[config.mk]
export PLATFORM = sky130hd
export DESIGN_NAME = result_byte_scanner
export DESIGN_NICKNAME = d
export VERILOG_FILES = /design/src/rtl/result_byte_scanner.sv
export SDC_FILE = /design/constraint.sdc
export NUM_CORES = 1
export LEC_CHECK = 0
export CAP_MARGIN = 20
export CORE_MARGIN = 5
export CORE_UTILIZATION = 25
export DETAILED_ROUTE_END_ITERATION = 12
export SETUP_SLACK_MARGIN = 0.4
export SLEW_MARGIN = 0
export SYNTH_ARGS = -nofsm -noshare
export SYNTH_HDL_FRONTEND = slang
export SYNTH_SLANG_ARGS = --single-unit
[constraint.sdc]
create_clock -name clk -period 4.8 [get_ports clk]
set_clock_uncertainty 0.15 [all_clocks]
set_input_delay 0.96 -clock clk [delete_from_list [all_inputs] [get_ports clk]]
set_output_delay 0.96 -clock clk [all_outputs]
set_load 0.1 [all_outputs]
[src/rtl/result_byte_scanner.sv]
// Shows a 32-bit SoC result word one byte at a time on eight LEDs,
// restarting the scan from byte 0 whenever the result word changes.
module result_byte_scanner #(
   parameter int unsigned DWELL_CYCLES = 50000000,
   parameter bit          REPEAT       = 1'b0
) (
   input  logic        clk,
   input  logic        reset,
   input  logic [31:0] result_in,
   output logic [7:0]  leds,
   output logic [1:0]  byte_idx,
   output logic        busy,
   output logic [7:0]  update_count
);

   typedef enum logic {
      IDLE = 1'b0,
      SHOW = 1'b1
   } state_t;

   localparam logic [31:0] LAST_COUNT = 32'(DWELL_CYCLES - 1);

   state_t      state;
   state_t      nextState;
   logic [31:0] shadow;
   logic [31:0] hold;
   logic [31:0] nextHold;
   logic [31:0] dwellCount;
   logic [31:0] nextCount;
   logic [1:0]  nextIdx;
   logic [7:0]  nextLeds;
   logic        nextBusy;
   logic [7:0]  nextUpdate;
   logic        change;
   logic        dwellEnd;

   assign change   = (result_in != shadow);
   assign dwellEnd = (dwellCount == LAST_COUNT);

   always_ff @(posedge clk or posedge reset) begin
      if (reset) begin
         state <= IDLE;
      end else begin
         state <= nextState;
      end
   end

   // A change event always wins over the dwell timer, so a new word that
   // lands on a dwell-end edge restarts at byte 0 without an IDLE cycle.
   always_comb begin
      nextState = state;
      nextHold  = hold;
      nextCount = dwellCount;
      nextIdx   = byte_idx;
      if (change) begin
         nextHold  = result_in;
         nextCount = 32'd0;
         nextIdx   = 2'd0;
         nextState = SHOW;
      end else if (state == SHOW) begin
         if (dwellEnd) begin
            nextCount = 32'd0;
            if (byte_idx == 2'd3) begin
               nextIdx   = 2'd0;
               nextState = REPEAT ? SHOW : IDLE;
            end else begin
               nextIdx = byte_idx + 2'd1;
            end
         end else begin
            nextCount = dwellCount + 32'd1;
         end
      end
   end

   // Outputs are computed from the next-cycle values so that leds carry the
   // new byte exactly one cycle after result_in changes.
   always_comb begin
      nextBusy   = (nextState == SHOW);
      nextUpdate = update_count + {7'd0, change};
      nextLeds   = nextHold[7:0];
      if (nextState == SHOW) begin
         case (nextIdx)
            2'd0:    nextLeds = nextHold[7:0];
            2'd1:    nextLeds = nextHold[15:8];
            2'd2:    nextLeds = nextHold[23:16];
            default: nextLeds = nextHold[31:24];
         endcase
      end
   end

   always_ff @(posedge clk or posedge reset) begin
      if (reset) begin
         shadow       <= 32'd0;
         hold         <= 32'd0;
         dwellCount   <= 32'd0;
         byte_idx     <= 2'd0;
         leds         <= 8'd0;
         busy         <= 1'b0;
         update_count <= 8'd0;
      end else begin
         shadow       <= result_in;
         hold         <= nextHold;
         dwellCount   <= nextCount;
         byte_idx     <= nextIdx;
         leds         <= nextLeds;
         busy         <= nextBusy;
         update_count <= nextUpdate;
      end
   end

endmodule

==> metrics.cfg <==
[status]
outcome=completed

[power_and_ir_drop]
irDropWorstVdd_mv=0.2345
powerDensity_nw_per_um2=379.0
leakage_uw=0.002682

[worst_setup_path]
r2r_cells=10
critPathMaxStageDelay_ps=740
crit_path_end_kind=register
cp_max_fo=13
r2r-end=update_count[6]
reg2reg_slack_ps=1590
crit_type=in -> reg
crit_arrival_ps=4090
crit_slowest_cell=nor4_1
critical_path.startpoint_type=input pin
rr_startpoint=shadow[30]
crit_chain=clkdlybuf4s50_1, xor2_1, nor4_1, nand4_1, nor2_4, inv_2, ha_1, ha_1, and3_1, nand3_1, xnor2_1
worstPathRequired_ps=4990
cp_common_cell=ha_1

[detailed_routing]
dr.pass1.iters=4
viasPerCell=4.388
wire_per_inst_um=14.55
antenna_left=0
dr_total_vias=3629
drc=0
postRouteWirelength_um=12030
drt_iter0_drc=299

[timing]
tightest_slew_ps=1032
layout_setup_ws_ps=896.7
slew_headroom_pct=30.96
fmax_mhz=256.2
hold_violations=0
drv_slew=0
finalCritPeriodShare_pct=81.32
rsz0062_at_grt=no
min_period_ps=3903
tns_ps=0
final-setup-viol-count=0

[clocking]
clockBufferDepth=2
cts_htree_levels=4
path_clk_slew_ps=50
clk_latency_ps=420
cts_root_buf=clkbuf_16
hold_buffers=0
cts_setup_buffers=0
cts_made_buffers=17
cts_tree=yes
cts.sinks=115
cts_resized=0

[place]
post-place-ws_ps=532.4
port_buffers=52
hpwl_um=8400
gp_congestion=0.7692

[floorplanning]
die_y_um=153.3
num_rows=52
coreArea_um2=20230
start_util_pct=25.38
die_w_um=153.3
ios=53
die_area_um2=23510

[synth]
synth_top_area_share_pct=56.03
ys_top_cells_by_area=dfrtp_1, nand2_1, xor2_1, xnor2_1, nor2_1
ys_seq_area_share_pct=56.03
synthCells=478
syn-num-nets=516
synth_flop_cell=dfrtp_1
synthArstFlopShare_pct=100.0
ys_seq_elements=115
synthesis.area_um2=5136
synth_cell_types=54
synth_edf_count=0
ys_warn_count=0
post-synth-top-area-cell=dfrtp_1
syn_avg_cell_area_um2=10.75

[finish]
syn2layout_area_growth_pct=29.50
drive_gt1_share_pct=11.31
nets=582
diodes=0

[grt]
grtUsageTotal_pct=10.63
grt_pass1_wl_um=19940
grt_overflow=0
grt_start_max_net_pins=68
antenna_found_initial=0
grt_pass1_vias=3728

[min_path]
holdPathStages=2
whs_endpoint=hold[18]
min_from=hold[18]
holdCritPathClass=reg -> reg

[run]
drv_cap=0

==> Yosys cell counts (5+ instances only) <==
cell / instances
nor2_1: 30
and4_1: 5
and2_1: 6
xor2_1: 37
nand4_1: 6
xnor2_1: 26
nand2_1: 91
buf_2: 6
clkbuf_1: 9
inv_1: 16
nor4_1: 13
or3_1: 6
mux2_2: 7
nand3_1: 10
o21ai_0: 10
dfrtp_1: 115
nor3_1: 14
a21oi_1: 11
==> area by class of cell <==
type	instances	area, um2
inverter	17	66.31
clock inverter	10	180.2
timing repair buffer	65	618.1
tap	270	337.8
clock buffer	22	454.2
fill	1988	13580
multi-input combinational	328	2117
sequential	115	2878
==> critical path, delay by kind of cell <==
family        cells  cell delay (ps)
xor+xnor          2              300
fa+ha+maj         2              450
buf+inv           2              640
simple gates      5             1740
==> report_power, final <==
group | leakage [uW] | switching, uW | total, uW | internal (uW)
combinational | 0.000958 | 82.5 | 136 | 53.6
clock | 0.000304 | 438 | 1370 | 931
sequential | 0.00142 | 14.7 | 1020 | 1000
==> logic make-up (layout without fill, tap and decap cells) <==
family / count (synthesis) / after routing / synth area share (%)
DFF: 115 / 115 / 56.03
AOI/OAI and AO/OA: 49 / 49 / 7.113
buffers and inverters: 35 / 114 / 2.850
adders and majority gates: 4 / 4 / 0.9745
and+or+nand+nor: 203 / 203 / 20.37
muxes: 9 / 9 / 1.925
xor gates and xnor gates: 63 / 63 / 10.74
==> state kept, by name (all words and copies together) (netlist names) <==
register,count
leds,8
dwellCount,32
update_count,8
byte_idx,2
shadow,32
hold,32
busy,1
==> cells in the final DEF (no fill, tap or decap), drive strengths merged, types with 2 or more instances in the layout <==
cell type      count
a21oi             11
a2bb2oi            4
a31oi              2
and2               6
and3               2
and4               6
and4bb             2
buf               13
bufinv             5
clkbuf            22
clkdlybuf4s50     52
clkinv             3
clkinvlp           2
dfrtp            115
ha                 4
inv               17
mux2               7
mux2i              2
nand2             91
nand3             10
nand3b             3
nand4              8
nor2              31
nor3              14
nor3b              2
nor4              14
nor4b              3
o21ai             10
o21bai             2
o221ai             4
o311ai             3
o32ai              5
or3                6
xnor2             26
xor2              37
==> worst max path at each step <==
| stage | startpoint | endpoint | slack, ps | depth (start not counted) |
|---|---|---|---|---|
| 3_3_place_gp | result_in[22] | update_count[6] | 510 | 11 |
| 4_1_cts | result_in[22] | update_count[6] | 970 | 11 |
| 3_5_place_dp | result_in[22] | update_count[6] | 530 | 11 |
| 2_1_floorplan | reset | busy | 650 | 1 |
| 6_report | result_in[22] | update_count[6] | 900 | 11 |
| 5_1_grt | result_in[22] | update_count[6] | 790 | 11 |
==> routing by layer <==
| metal | wire [um] | vias to the layer above | part of all wire (%) | global-route usage [%] |
|---|---|---|---|---|
| met5 | 0 | - | 0 | 0 |
| met4 | 210 | 0 | 1.7 | 5.046 |
| li1 | - | 1772 | - | - |
| met1 | 6070 | 1774 | 50 | 15.17 |
| met2 | 5274 | 71 | 44 | 15.19 |
| met3 | 477 | 12 | 4.0 | 2.460 |
==> through the flow <==
stage	power [uW]	utilization (%)	cell area, um2	hold WS (ps)	cells
2_1_floorplan	1103	-	5136	279.8	478
6_report	2521	32.87	6651	304.2	827
3_5_place_dp	1172	29.74	6017	297.4	795
5_1_grt	2600	32.87	6651	336.2	827
4_1_cts	2552	32.87	6651	308.9	827
3_3_place_gp	1171	29.74	6017	293.3	795
Power figures use the tool's default switching activity.
